<file path="config.mk">
export PLATFORM = sky130hd
export DESIGN_NAME = oam_dma_writer_flat
export DESIGN_NICKNAME = d
export VERILOG_FILES = /design/src/rtl/oam_dma_writer_if.sv /design/src/rtl/oam_dma_writer.sv /design/src/flat_wrapper.sv
export SDC_FILE = /design/constraint.sdc
export NUM_CORES = 1
export LEC_CHECK = 0
export ABC_AREA = 0
export CAP_MARGIN = 10
export CORE_MARGIN = 8
export CORE_UTILIZATION = 30
export DETAILED_ROUTE_END_ITERATION = 8
export GPL_TIMING_DRIVEN = 1
export PLACE_DENSITY = 0.58
export SLEW_MARGIN = 20
export SYNTH_ARGS = -nofsm -noshare
export SYNTH_HDL_FRONTEND = slang
export SYNTH_SLANG_ARGS = --single-unit
</file>
<file path="constraint.sdc">
create_clock -name clk -period 2.89 [get_ports clk]
set_input_delay 0.4335 -clock clk [delete_from_list [all_inputs] [get_ports clk]]
set_output_delay 0.4335 -clock clk [all_outputs]
set_load 0.05 [all_outputs]
</file>
<file path="src/rtl/oam_dma_writer_if.sv">
// CPU-bus, DMA and primary-OAM signal bundle for oam_dma_writer.
// The slave modport is the writer itself; the master modport is the CPU/bus/OAM side.
interface oam_dma_writer_if;
  logic        cpu_ce;
  logic [15:0] cpu_addr;
  logic [7:0]  cpu_wdata;
  logic        cpu_we;
  logic        cpu_re;
  logic [7:0]  cpu_rdata;
  logic        cpu_halt;
  logic [15:0] dma_addr;
  logic        dma_rd;
  logic [7:0]  dma_rdata;
  logic [7:0]  oam_addr;
  logic [7:0]  oam_wdata;
  logic        oam_we;
  logic [7:0]  oam_rdata;

  modport slave (
    input  cpu_ce, cpu_addr, cpu_wdata, cpu_we, cpu_re, dma_rdata, oam_rdata,
    output cpu_rdata, cpu_halt, dma_addr, dma_rd, oam_addr, oam_wdata, oam_we
  );

  modport master (
    output cpu_ce, cpu_addr, cpu_wdata, cpu_we, cpu_re, dma_rdata, oam_rdata,
    input  cpu_rdata, cpu_halt, dma_addr, dma_rd, oam_addr, oam_wdata, oam_we
  );
endinterface

</file>
<file path="src/rtl/oam_dma_writer.sv">
// CPU OAMADDR/OAMDATA port and $4014 sprite DMA (513 CPU cycles; 514 on an odd start when
// OAM_DMA_ODD_ALIGN_EN is defined). All state advances on cpu_ce; the CPU is stalled via cpu_halt.
module oam_dma_writer #(
  parameter logic [15:0] DMA_REG     = 16'h4014,
  parameter logic [2:0]  OAMADDR_IDX = 3'd3,
  parameter logic [2:0]  OAMDATA_IDX = 3'd4
) (
  input  logic            clk,
  input  logic            reset,
  oam_dma_writer_if.slave bus
);

  typedef enum logic [2:0] {IDLE, HALT, ALIGN, READ, WRITE} state_t;

  state_t      state_q;
  logic [7:0]  oamaddr_q, oamaddr_d;
  logic [7:0]  cnt_q;
  logic [7:0]  page_q;
  logic [7:0]  byte_q;
  logic        parity_q;
  logic        cpu_halt_q;
  logic        dma_rd_q;
  logic [15:0] dma_addr_q;
  logic        oam_we_q;
  logic [7:0]  oam_addr_q;
  logic [7:0]  oam_wdata_q;
  logic [7:0]  cpu_rdata_q;

  logic ppu_sel, cpu_idle;
  logic wr_oamaddr, wr_oamdata, rd_oamdata, wr_dma;

  // Register accesses are only honoured while the DMA engine is idle.
  assign cpu_idle   = bus.cpu_ce && (state_q == IDLE);
  assign ppu_sel    = (bus.cpu_addr[15:13] == 3'b001);
  assign wr_oamaddr = cpu_idle && bus.cpu_we && ppu_sel && (bus.cpu_addr[2:0] == OAMADDR_IDX);
  assign wr_oamdata = cpu_idle && bus.cpu_we && ppu_sel && (bus.cpu_addr[2:0] == OAMDATA_IDX);
  assign rd_oamdata = cpu_idle && bus.cpu_re && ppu_sel && (bus.cpu_addr[2:0] == OAMDATA_IDX);
  assign wr_dma     = cpu_idle && bus.cpu_we && (bus.cpu_addr == DMA_REG);

  always_comb begin
    oamaddr_d = oamaddr_q;
    if (wr_oamaddr) begin
      oamaddr_d = bus.cpu_wdata;
    end else if (wr_oamdata || (bus.cpu_ce && state_q == WRITE)) begin
      oamaddr_d = oamaddr_q + 8'd1;
    end
  end

  always_ff @(posedge clk or posedge reset) begin
    if (reset) begin
      state_q     <= IDLE;
      oamaddr_q   <= 8'h00;
      cnt_q       <= 8'h00;
      page_q      <= 8'h00;
      byte_q      <= 8'h00;
      parity_q    <= 1'b0;
      cpu_halt_q  <= 1'b0;
      dma_rd_q    <= 1'b0;
      dma_addr_q  <= 16'h0000;
      oam_we_q    <= 1'b0;
      oam_addr_q  <= 8'h00;
      oam_wdata_q <= 8'h00;
      cpu_rdata_q <= 8'h00;
    end else begin
      oam_we_q  <= 1'b0;
      oamaddr_q <= oamaddr_d;
      // Between writes the OAM port follows the register so reads see the new address at once.
      oam_addr_q <= oamaddr_d;
      if (bus.cpu_ce) begin
        parity_q <= ~parity_q;
        case (state_q)
          IDLE: begin
            if (wr_dma) begin
              page_q     <= bus.cpu_wdata;
              cnt_q      <= 8'h00;
              cpu_halt_q <= 1'b1;
              state_q    <= HALT;
            end else if (wr_oamdata) begin
              oam_we_q    <= 1'b1;
              oam_addr_q  <= oamaddr_q;
              oam_wdata_q <= bus.cpu_wdata;
            end else if (rd_oamdata) begin
              cpu_rdata_q <= bus.oam_rdata;
            end
          end
          HALT: begin
`ifdef OAM_DMA_ODD_ALIGN_EN
            // Parity after this cycle is ~parity_q; an odd result needs one more dummy cycle.
            if (!parity_q) begin
              state_q <= ALIGN;
            end else begin
              dma_rd_q   <= 1'b1;
              dma_addr_q <= {page_q, cnt_q};
              state_q    <= READ;
            end
`else
            dma_rd_q   <= 1'b1;
            dma_addr_q <= {page_q, cnt_q};
            state_q    <= READ;
`endif
          end
          ALIGN: begin
            dma_rd_q   <= 1'b1;
            dma_addr_q <= {page_q, cnt_q};
            state_q    <= READ;
          end
          READ: begin
            byte_q   <= bus.dma_rdata;
            dma_rd_q <= 1'b0;
            state_q  <= WRITE;
          end
          WRITE: begin
            oam_we_q    <= 1'b1;
            oam_addr_q  <= oamaddr_q;
            oam_wdata_q <= byte_q;
            cnt_q       <= cnt_q + 8'd1;
            if (cnt_q == 8'hFF) begin
              cpu_halt_q <= 1'b0;
              state_q    <= IDLE;
            end else begin
              dma_rd_q   <= 1'b1;
              dma_addr_q <= {page_q, cnt_q + 8'd1};
              state_q    <= READ;
            end
          end
          default: state_q <= IDLE;
        endcase
      end
    end
  end

  assign bus.cpu_rdata = cpu_rdata_q;
  assign bus.cpu_halt  = cpu_halt_q;
  assign bus.dma_addr  = dma_addr_q;
  assign bus.dma_rd    = dma_rd_q;
  assign bus.oam_addr  = oam_addr_q;
  assign bus.oam_wdata = oam_wdata_q;
  assign bus.oam_we    = oam_we_q;

endmodule

</file>
<file path="src/flat_wrapper.sv">
// flat-port wrapper written by rule: the top's interface ports become plain ports
module oam_dma_writer_flat 
#(
  parameter logic [15:0] DMA_REG     = 16'h4014,
  parameter logic [2:0]  OAMADDR_IDX = 3'd3,
  parameter logic [2:0]  OAMDATA_IDX = 3'd4
)
  (clk, reset, bus_cpu_ce, bus_cpu_addr, bus_cpu_wdata, bus_cpu_we, bus_cpu_re, bus_dma_rdata, bus_oam_rdata, bus_cpu_rdata, bus_cpu_halt, bus_dma_addr, bus_dma_rd, bus_oam_addr, bus_oam_wdata, bus_oam_we);
  oam_dma_writer_if bus_i ();
  input  logic clk;
  input  logic reset;
  input wire logic [$bits(bus_i.cpu_ce)-1:0] bus_cpu_ce;
  input wire logic [$bits(bus_i.cpu_addr)-1:0] bus_cpu_addr;
  input wire logic [$bits(bus_i.cpu_wdata)-1:0] bus_cpu_wdata;
  input wire logic [$bits(bus_i.cpu_we)-1:0] bus_cpu_we;
  input wire logic [$bits(bus_i.cpu_re)-1:0] bus_cpu_re;
  input wire logic [$bits(bus_i.dma_rdata)-1:0] bus_dma_rdata;
  input wire logic [$bits(bus_i.oam_rdata)-1:0] bus_oam_rdata;
  output wire logic [$bits(bus_i.cpu_rdata)-1:0] bus_cpu_rdata;
  output wire logic [$bits(bus_i.cpu_halt)-1:0] bus_cpu_halt;
  output wire logic [$bits(bus_i.dma_addr)-1:0] bus_dma_addr;
  output wire logic [$bits(bus_i.dma_rd)-1:0] bus_dma_rd;
  output wire logic [$bits(bus_i.oam_addr)-1:0] bus_oam_addr;
  output wire logic [$bits(bus_i.oam_wdata)-1:0] bus_oam_wdata;
  output wire logic [$bits(bus_i.oam_we)-1:0] bus_oam_we;
  assign bus_i.cpu_ce = bus_cpu_ce;
  assign bus_i.cpu_addr = bus_cpu_addr;
  assign bus_i.cpu_wdata = bus_cpu_wdata;
  assign bus_i.cpu_we = bus_cpu_we;
  assign bus_i.cpu_re = bus_cpu_re;
  assign bus_i.dma_rdata = bus_dma_rdata;
  assign bus_i.oam_rdata = bus_oam_rdata;
  assign bus_cpu_rdata = bus_i.cpu_rdata;
  assign bus_cpu_halt = bus_i.cpu_halt;
  assign bus_dma_addr = bus_i.dma_addr;
  assign bus_dma_rd = bus_i.dma_rd;
  assign bus_oam_addr = bus_i.oam_addr;
  assign bus_oam_wdata = bus_i.oam_wdata;
  assign bus_oam_we = bus_i.oam_we;
  oam_dma_writer #(.DMA_REG(DMA_REG), .OAMADDR_IDX(OAMADDR_IDX), .OAMDATA_IDX(OAMDATA_IDX)) u_core (.clk(clk), .reset(reset), .bus(bus_i));
endmodule
</file>
* After elaboration in Yosys (flattened, before gate mapping) *
Cells that the tools add are included.
Widths: inputs -> output; s select.

cells by class
  add/sub/neg operators = 2
  equal/unequal tests = 14
  muxes and demuxes = 25
  bitwise operators = 2
  reduce and logical (&&, ||, !) cells = 25

operator list
  operator              count
  $mux 8                8
  $pmux 8 s2            3
  $pmux 16 s2           1
  $add 8x1->8 const B   2
  $eq 16x15->1 const B  1
  $mux 16               1
  $pmux 3 s4            1
  $reduce_and 3->1      4
  $logic_and 1x1->1     10
  $eq 3x2->1 const B    3
  $eq 8x8->1 const B    1
  $reduce_and 4->1      2
  $eq 3x1->1 const B    2
  $eq 3x3->1 const B    2
  $mux 1                6
  $ne 2x2->1 const B    3
  $reduce_and 5->1      1
  $ne 2x1->1 const B    2
  $pmux 1 s2            2
  $reduce_and 2->1      2
  $reduce_bool 2->1     2
  $logic_not 3->1       1
  $mux 3                1
  $pmux 1 s3            1
  other kinds (5)       6

word-level totals
  flip-flop bits (word level) = 78
  input bits = 45
  output and inout bits = 43
  word-level logic and storage cells = 80

* Depth between registers and ports, before layout *
  depth after elaboration = 12
  gate-level depth with buffers = 9
  mapped depth without buffers = 7

* Least setup slack after synthesis *
Ideal clock, no wire load.

  path type = reg-to-reg
  start point = reg u_core.cnt_q[1]
  end point = reg u_core.dma_addr_q[10] (netlist: u_core.bus.dma_addr[10])
  library setup time = 0.125 ns
  arrival = 1.677 ns
  required time = 2.765 ns
  slack = 1.088 ns
  cell stages (with the launch flop) = 7
  path buffers = 1
  period minus slack after synthesis = 1.802 ns
  cell sequence = dfrtp_1 -> ha_1 -> nand3_2 -> nor3_1 -> a2bb2oi_2 -> buf_6 -> mux2_4

between the ends
  cells in the longest elaborated chain, start to end = 3

RTL lines
  what                               RTL line               RTL
  from (decl)                        oam_dma_writer.sv:17   logic [7:0] cnt_q;
  from (signal assigned)             oam_dma_writer.sv:116  cnt_q <= cnt_q + 8'd1;
  $eq 8x8->1                         oam_dma_writer.sv:117  if (cnt_q == 8'hFF) begin
  $ne 2x2->1 (no source line)        -
  $reduce_and 3->1 (no source line)  -
  to (signal assigned)               oam_dma_writer.sv:98   dma_addr_q <= {page_q, cnt_q};
  to (signal assigned)               oam_dma_writer.sv:104  dma_addr_q <= {page_q, cnt_q};
  to (signal assigned)               oam_dma_writer.sv:122  dma_addr_q <= {page_q, cnt_q + 8'd1};
  to (decl)                          oam_dma_writer.sv:23   logic [15:0] dma_addr_q;

No other way between the ends.
A chain may end at the register's enable or synchronous reset.

* Final worst setup path *
  start point = reg u_core.cnt_q[0]
  end point = reg u_core.dma_addr_q[15] (netlist: u_core.bus.dma_addr[15])

The elaborated chain is that of the path after synthesis.

==> metrics.md <==
| Metric | Value |
|---|---|
| DRT iter0 DRCs | around 140 |
| FF-to-FF setup slack | 0.72 ns |
| Reg2Reg Launch Point | u_core.cnt_q[0] |
| Commonest non-fill, non-tap cell in the layout | clkdlybuf4s50_1 |
| Cts hold-fix bufs | 0 |
| Global-route wire length before repair | between 10000 and 15000 um |
| Least-Margin Pin Slew | about 0.7 ns |
| Clock Skew | around 0.0067 ns |
| Total track usage | ~11% |
| Post-CTS Setup Inserts | 0 |
| Placer Congestion | around 0.80 |
| Worst path required time | approximately 3.1 ns |
| Tmin final | 2.17 ns |
| Synth cell types | 48 |
| Fraction of the cycle the final worst path needs | between 70 and 80% |
| Fill cells | 1165 |
| Initial antenna violation count | 0 |
| Clock Latency Late Sink | between 0.3 and 0.4 ns |
| Routed WL | approximately 8700 um |
| Final Total Pwr | a little over 4 mW |
| Num rows | 40 |
| Die Height | 125 um |
| # nets final | about 470 |
| CP peak stage delay | slightly below 0.6 ns |
| Crit Path Class | reg2reg |
| Antenna cells | 0 |
| Crit-path slowest cell | a2bb2oi_2 |
| # DRC | 0 |
| Io pins | between 80 and 90 |
| CTS Buffer Depth | 2 |
| Slew HR | between 50% and 60% |
| Net count after synthesis | approximately 380 |
| CP Launch Type | flip-flop |
| Vias in the first global route | 2759 |
| CP Max Fanout | 10 |
| Clock-pin slew of the registers on the worst-case setup and hold paths | 0.06 ns |
| Placed cell count | 555 |
| Pre-antenna DRT Iters | 4 |
| # resized after CTS | 0 |
| Met3 Use GR | 3.44% |
| Total number of vias | approximately 2700 |
| FF-to-FF path depth | 5 |
| Max cap viols | 0 |
| Worst vdd ir | ~0.00040 V |
| Final Non-Filler Cells | between 500 and 600 |
| # setup viols final | 0 |
| Final worst slack | around 0.72 ns |
| Fin Setup TNS | 0 ns |
| Critical path endpoint category | flip-flop |
| Number of CTS-inserted buffers | 9 |
| Worst setup path startpoint | u_core.cnt_q[0] |
| Overflow left after global routing | 0 |
| LEAKAGE | ~2.1 nW |
| Top_reg_cell synth | dfrtp_1 |
| Count of final hold-check violations | 0 |
| M2 GR Usage | around a fifth |
| Antenna-violating nets left | 0 |
| H-tree levels | 3 |
| # port buffers | 87 |
| Layout cell share with drive strength beyond 1 | between 10% and 20% |
| Worst slack, placed | between 0.5 and 0.6 ns |
| Post-DR vias/cell | between 4 and 5 |
| Synthesis-stage register bit count | 78 |
| Hold Path Class | in2async |
| Worst path cell trace | ha_1, nand3_2, nor3_1, a2bb2oi_2, mux2_2 |
| Post-Syn Instances | ~330 |
| Root Driver | clkbuf_16 |
| Die Area | ~16000 um2 |
| Area added between synthesis and finish | 38.2% |
| Worst Path Arrival | ~2.4 ns |
| Placed instance area | 4600 um2 |
| Gr busiest metal | met2 |
| Synthesized area per cell | approximately 11 um2 |
| Initial Util | a little under a third |
| Final Cell Area | 4920 um2 |
| Async S/R FF share, synth | 100% |
| Slew Viols, Final | 0 |
| CTS tree | yes |
| Mean routed wirelength per cell | 15.3 um |
| Sequential area share after synthesis | between 50% and 60% |
| Outcome | completed |
| Largest net degree at the start of global routing | 53 |
| Post-synth EDFFs | 0 |
| Clock sink count | about 80 |
| PwrDens | between 800 and 900 nW/um2 |
| Met1 usage | between 10% and 20% |
| Ys Warns | 0 |
| CORE AREA | 11800 um2 |
| Worst setup endpoint | u_core.bus.dma_addr[15] |
| F_max | approximately 460 MHz |
| Dpl hpwl | ~6500 um |
| Mapped Area | between 3000 and 4000 um2 |
| Die X | ~130 um |
| R2r endpoint | u_core.bus.dma_addr[15] |
| Most frequent cells in the layout | clkdlybuf4s50_1, dfrtp_1, nand2_1 |
| Unrepaired setup endpoints after global routing | false |
## through the flow
step | util [%] | hold WS, ns
3_3_place_gp | 39.0 | 0.462
5_1_grt | 41.7 | 0.506
2_1_floorplan | - | 0.460
4_1_cts | 41.7 | 0.460
3_5_place_dp | 39.0 | 0.470
6_report | 41.7 | 0.448
## worst min path at each step
stage	to	from	depth (start not counted)
floorplan	u_core.bus.oam_addr[7]	u_core.oamaddr_q[7]	2
global placement	u_core.bus.dma_addr[5]	u_core.bus.dma_addr[5]	2
detailed placement	u_core.bus.dma_addr[7]	u_core.bus.dma_addr[7]	2
CTS	u_core.bus.cpu_rdata[6]	reset	2
global route	u_core.bus.cpu_rdata[6]	reset	2
finish	u_core.bus.cpu_rdata[6]	reset	2
## layout make-up
type	instances	area (um2)	area share, %
repair buffers	94	936	19.0
well taps	147	184	3.73
flip-flops and latches	78	1950	39.6
multi-input cells	228	1500	30.4
clock buffers	10	229	4.65
clock inverters	6	93.8	1.91
inverters	8	33.8	0.686
## state kept, by name, indices dropped and copies added, names as in the netlist
| name | cells |
|---|---|
| u_core.page_q | 8 |
| u_core.bus.oam_addr | 8 |
| u_core.oamaddr_q | 8 |
| u_core.bus.oam_we | 1 |
| u_core.bus.dma_addr | 16 |
| u_core.bus.cpu_rdata | 8 |
| u_core.bus.dma_rd | 1 |
| u_core.cnt_q | 8 |
| u_core.bus.cpu_halt | 1 |
| u_core.bus.oam_wdata | 8 |
| u_core.state_q | 3 |
| u_core.byte_q | 8 |
## cell families after synthesis
family / Yosys count / synth area share [%]
AND/OR/NAND/NOR: 127 / 17.1
flip-flops: 78 / 54.8
AO/OA/AOI/OAI: 47 / 8.35
multiplexers: 37 / 12.0
buffers and inverters: 22 / 3.26
XOR/XNOR: 14 / 3.44
adder cells (fa/ha/maj): 3 / 1.05
## report_power, final
part	internal [mW]	switching (mW)	leakage, nW	total (mW)
registers	1.32	0.195	1.03	1.52
clock network	0.763	0.458	0.153	1.22
logic	0.530	0.801	0.927	1.33
total	2.61	1.45	2.11	4.07
## per-layer routing
metal,up-vias,wire (um)
met5,-,0
met4,0,107
met3,13,449
met2,62,4180
met1,1264,4000
li1,1318,-
## cells in the mapped netlist, drive strengths merged (2+ instances only)
| master | count | area [um2] |
|---|---|---|
| a21oi | 5 | 25.0 |
| a31oi | 8 | 50.1 |
| buf | 9 | 65.1 |
| clkbuf | 5 | 18.8 |
| dfrtp | 78 | 1950 |
| ha | 3 | 37.5 |
| inv | 8 | 32.5 |
| mux2 | 35 | 409 |
| mux2i | 2 | 20.0 |
| nand2 | 71 | 272 |
| nand3 | 8 | 50.1 |
| nand4 | 5 | 31.3 |
| nor2 | 22 | 87.6 |
| nor2b | 2 | 12.5 |
| nor3 | 5 | 25.0 |
| nor3b | 3 | 38.8 |
| nor4 | 3 | 25.0 |
| o21ai | 23 | 115 |
| o22a | 2 | 17.5 |
| o2bb2ai | 3 | 26.3 |
| xnor2 | 11 | 96.3 |
| xor2 | 3 | 26.3 |
## critical path, delay by kind of cell, from the launching register on
kind	cells	cell delay (ns)
multiplexers	1	0.40
flip-flops	1	0.40
AND/OR/NAND/NOR	2	0.43
AO/OA/AOI/OAI	1	0.58
adder cells (fa/ha/maj)	1	0.24
Note: power is estimated with default switching activity, not from simulation.
==> variant 1 (config.mk and constraints unchanged) <==
`oamaddr_q` no longer has a reset.
--- a/src/rtl/oam_dma_writer.sv
+++ b/src/rtl/oam_dma_writer.sv
@@ -49,7 +49,6 @@
   always_ff @(posedge clk or posedge reset) begin
     if (reset) begin
       state_q     <= IDLE;
-      oamaddr_q   <= 8'h00;
       cnt_q       <= 8'h00;
       page_q      <= 8'h00;
       byte_q      <= 8'h00;
@@ -63,7 +62,6 @@
       cpu_rdata_q <= 8'h00;
     end else begin
       oam_we_q  <= 1'b0;
-      oamaddr_q <= oamaddr_d;
       // Between writes the OAM port follows the register so reads see the new address at once.
       oam_addr_q <= oamaddr_d;
       if (bus.cpu_ce) begin
@@ -129,6 +127,10 @@
     end
   end
 
+  always_ff @(posedge clk) begin
+    oamaddr_q <= oamaddr_d;
+  end
+
   assign bus.cpu_rdata = cpu_rdata_q;
   assign bus.cpu_halt  = cpu_halt_q;
   assign bus.dma_addr  = dma_addr_q;
Formal check against the unedited RTL: not equivalent (a bounded check fails within 4 cycles, from zero or initial values and one cycle with reset high).
==> variant 1 against the unedited design <==
Via count rose by 1.1%. Design area fell by 1.1%. Sequential cell count did not move. Routed wire length rose by 3.7%. First-iteration DRC count rose by 0.71%. Total power rose by 3.0%. Critical path depth rose by 1. Clock power fell by 13%. Area after synthesis fell by 0.77%. Worst setup slack got worse by 100 ps. Critical path type unchanged.
==> variant 1: results <==
metrics = {
    "finish": {
        "drive_above_1_share_pct": 18.1,
        "fillers": 1126,
        "fin_cells": 551,
        "final_nets": 451,
    },
    "drt": {
        "drt_iter0_drc": 142,
        "detail_route.vias_per_cell": 4.88,
        "totalWireLength_mm": 9.06,
        "drtPass1Iterations": 4,
    },
    "status": {
        "status": "finished, final reports clean",
    },
    "timing": {
        "relSlewSlack_pct": 59.1,
        "finalClockSkew_ps": 11.1,
        "hold_slack_ps": 461,
    },
    "yosys": {
        "synth_area_leaders": "dfrtp_1, mux2_2, dfxtp_1, nand2_1, mux2i_1",
        "synth_cells": 310,
        "synthMuxAreaShare_pct": 16.1,
        "yosysSeqAreaShare_pct": 54.1,
        "yosysUniqueCellTypes": 46,
        "synth_compound_area_share_pct": 9.16,
        "synth_xor_area_share_pct": 1.73,
        "synth_nets": 358,
    },
    "critical_path": {
        "reg2reg_setup_slack_ps": 620,
        "cp.arrival_ps": 2490,
        "r2r-end": "u_core.bus.dma_addr[13]$_DFFE_PP0P_",
        "critPathMaxFanout": 14,
        "r2r-start": "u_core.state_q[1]$_DFFE_PP0P_",
    },
    "placed_design": {
        "place_inst": 535,
        "place_hpwl_mm": 6.76,
        "post-place-ws_ps": 244,
    },
    "min_path": {
        "hold_path_class": "register to register",
    },
    "grt": {
        "grt_pass1_vias": 2861,
        "grt_max_degree": 27,
        "grt_pass1_wl_mm": 15.0,
    },
    "pwr": {
        "irDropWorstVdd_uv": 598,
        "p_leak_nw": 2.10,
    },
}
==> variant 1: logic make-up (layout without fill, tap and decap cells) <==
kind of cell | Yosys count | in the layout
AND/OR/NAND/NOR | 95 | 95
flip-flops | 78 | 78
multiplexers | 52 | 52
AO/OA/AOI/OAI | 51 | 51
buffers and inverters | 24 | 122
XOR/XNOR | 7 | 7
adder cells (fa/ha/maj) | 3 | 3
==> variant 1: area by class of cell <==
class                      count  area, µm²  area share [%]
sequential                    78       1910            39.2
multi-input combinational    208       1500            30.9
timing repair buffer          98        966            19.8
clock buffer                  10        239            4.90
tap                          143        179            3.67
clock inverter                 6       42.5           0.873
inverter                       8       30.0           0.616
==> variant 1: metal layers <==
layer / GRT usage [%] / routed length [µm] / share of wire (%)
met5: 0 / 0 / 0
met2: 20.6 / 4610 / 51
met1: 13.5 / 3840 / 42
met3: 4.51 / 502 / 5.5
met4: 4.25 / 114 / 1.3
==> variant 1: power groups by stage <==
| stage | clock [W] | sequential [W] | combinational [W] |
|---|---|---|---|
| after CTS | 0.00110 | 0.00159 | 0.00156 |
| after global routing | 0.00114 | 0.00164 | 0.00165 |
| after global placement | 0 | 0.00160 | 0.00154 |
| final | 0.00106 | 0.00159 | 0.00154 |
| after detailed placement | 0 | 0.00161 | 0.00156 |
| after floorplan | 0 | 0.00198 | 0.000668 |
==> variant 1: how the worst max path moves through the flow <==
| stage | to | start | slack (ps) | depth (start not counted) |
|---|---|---|---|---|
| after floorplan | u_core.bus.cpu_halt$_DFFE_PP0P_ | reset | 690 | 1 |
| after global placement | u_core.page_q[2]$_DFFE_PP0P_ | bus_cpu_addr[2] | 290 | 5 |
| after detailed placement | u_core.page_q[3]$_DFFE_PP0P_ | bus_cpu_addr[2] | 240 | 5 |
| after CTS | u_core.page_q[3]$_DFFE_PP0P_ | u_core.state_q[1]$_DFFE_PP0P_ | 590 | 4 |
| after global routing | u_core.page_q[3]$_DFFE_PP0P_ | u_core.state_q[1]$_DFFE_PP0P_ | 480 | 4 |
| final | u_core.bus.dma_addr[13]$_DFFE_PP0P_ | u_core.state_q[1]$_DFFE_PP0P_ | 620 | 6 |
==> variant 1: per-stage QoR <==
stage | total power [W] | instance area [µm²]
after floorplan | 0.00265 | 3540
after global placement | 0.00314 | 4590
after detailed placement | 0.00317 | 4590
after CTS | 0.00425 | 4870
after global routing | 0.00443 | 4870
final | 0.00419 | 4870
==> variant 1: critical path: stages, from the launching register on <==
cell and delay [ps]:
dfrtp_1 480, or3b_1 660, inv_2 130, nand2_1 60, o21bai_1 190, buf_4 260
mux2_2 360
==> variant 2 (same flow settings) <==
Without the edit above. Build with the macro `OAM_DMA_ODD_ALIGN_EN` defined.
--- a/src/rtl/oam_dma_writer.sv
+++ b/src/rtl/oam_dma_writer.sv
@@ -1,5 +1,7 @@
 // CPU OAMADDR/OAMDATA port and $4014 sprite DMA (513 CPU cycles; 514 on an odd start when
 // OAM_DMA_ODD_ALIGN_EN is defined). All state advances on cpu_ce; the CPU is stalled via cpu_halt.
+`define OAM_DMA_ODD_ALIGN_EN
+
 module oam_dma_writer #(
   parameter logic [15:0] DMA_REG     = 16'h4014,
   parameter logic [2:0]  OAMADDR_IDX = 3'd3,
Behaviour: not the same (a bounded check fails within 4 cycles, from zero or initial values and one cycle with reset high).
==> variant 2 against the unedited design <==
Core utilization grew 0.15 points. Area after synthesis grew 1.6%. Cell count grew 0.70%. Routed wire length grew 3.0%. Total power grew 12%. Design area grew 1.2%. Sequential cell count grew 1. Clock power shrank 12%. Worst setup slack lost 53 ps. Die area grew 1.4%. Worst hold slack gained 16 ps. Count of clock-buffer cells in the layout grew 2.
==> variant 2: results <==
metrics = {
    "status": {
        "status": "finished, final reports clean",
    },
    "critical_path": {
        "reg2reg_setup_slack_ps": 680,
        "r2r-end": "u_core.bus.dma_addr[4]$_DFFE_PP0P_",
        "reg2regPathDepth": 8,
        "crit_start": "bus_cpu_addr[15]",
        "r2r-start": "u_core.cnt_q[1]$_DFFE_PP0P_",
        "critPathMaxFanout": 11,
        "critPathSlowestCell": "or4b_4",
        "critical-path-top-delay-family": "simple AND/OR/NAND/NOR gates",
        "cp.arrival_ps": 2420,
        "crit_end": "u_core.oamaddr_q[5]$_DFF_PP0_",
        "cp_slowest_stage_delay_ps": 560,
    },
    "drt": {
        "wl_met3_um": 472,
        "drt_iter0_drc": 198,
        "post_drt_wl_per_cell_um": 15.7,
        "detail_route.vias_per_cell": 4.78,
        "dr_wl_met2_mm": 4.58,
        "wl_met1_mm": 3.86,
        "vias": 2750,
    },
    "timing": {
        "setup_slack_ps": 671,
        "max_slew.worst_pin.slew_ps": 637,
        "finalClockSkew_ps": 4.46,
        "hold_slack_ps": 465,
    },
    "yosys": {
        "synth_xor_area_share_pct": 3.14,
        "synth_cells": 329,
        "yosysSeqAreaShare_pct": 54.6,
        "synth_area_leaders": "dfrtp_1, mux2_2, nand2_1, nor2_1, o21ai_0",
        "synth-adder-area-share_pct": 1.04,
        "synth_nets": 377,
        "synth_common_cells": "dfrtp_1, nand2_1, mux2_2, nor2_1, o21ai_0",
        "synthMuxAreaShare_pct": 10.5,
        "synth-async-reset-ratio_pct": 100,
        "yosysUniqueCellTypes": 50,
    },
    "finish": {
        "fin_util_pct": 41.8,
        "drive_above_1_share_pct": 16.8,
        "final_nets": 471,
        "fillers": 1163,
    },
    "pwr": {
        "p_leak_nw": 2.17,
        "pg_comb_w": 0.00178,
        "p_seq_w": 0.00169,
        "seq_power_share_pct": 37.3,
        "p_switching_w": 0.00180,
        "irDropWorstVdd_uv": 316,
    },
    "placed_design": {
        "place_hpwl_mm": 6.77,
        "post-place-ws_ps": 324,
        "placed_area_um2": 4700,
        "place_inst": 559,
        "globalplace.congestion": 0.776,
    },
    "grt": {
        "grt_pass1_vias": 2944,
        "grtUsageTotal_pct": 11.8,
        "grt_use_met2_pct": 20.1,
        "met1_usage_pct": 13.7,
        "grt_max_degree": 50,
        "use_met3_pct": 3.71,
        "grt_pass1_wl_mm": 15.0,
    },
}
-- variant 2: cell count changes in the layout (fill, tap and decap cells not counted), moves of 4 or more --
cell | before | now
nor2_1 | 20 | 24
nand3_1 | 6 | 10
buf_4 | 6 | 11
mux2_4 | 4 | 0
xnor2_1 | 11 | 7
nand2_1 | 69 | 51
o21ai_0 | 21 | 13
a21o_1 | 0 | 5
-- variant 2: how the worst min path moves through the flow --
stage / end / from / slack, ps / cells after the start
global placement: u_core.bus.cpu_halt$_DFFE_PP0P_ / u_core.bus.cpu_halt$_DFFE_PP0P_ / 460 / 1
floorplan: u_core.page_q[3]$_DFFE_PP0P_ / u_core.page_q[3]$_DFFE_PP0P_ / 450 / 1
CTS: u_core.bus.oam_addr[5]$_DFF_PP0_ / reset / 480 / 2
detailed placement: u_core.bus.cpu_halt$_DFFE_PP0P_ / u_core.bus.cpu_halt$_DFFE_PP0P_ / 470 / 1
finish: u_core.bus.oam_addr[5]$_DFF_PP0_ / reset / 460 / 2
global route: u_core.bus.oam_addr[3]$_DFF_PP0_ / reset / 510 / 2
-- variant 2: layout make-up --
cell class,count,area share [%]
inverter,5,0.402
clock inverter,4,0.577
sequential,79,39.7
timing repair buffer,99,19.5
multi-input combinational,229,31.0
clock buffer,12,5.15
tap,147,3.69
-- variant 2: worst reg2reg max path, delay by kind of cell, from the launching register on --
family	cells	cell delay, ps
compound gates	2	660
buf+inv	2	470
simple gates	3	340
fa+ha+maj	1	240
flops	1	420
-- variant 2: cell families (layout without fill, tap and decap cells) --
logic type | after synthesis | after routing
AND/OR/NAND/NOR | 128 | 128
XOR/XNOR | 13 | 13
buffers and inverters | 21 | 120
flip-flops | 79 | 79
adder cells (fa/ha/maj) | 3 | 3
AO/OA/AOI/OAI | 51 | 51
multiplexers | 34 | 34
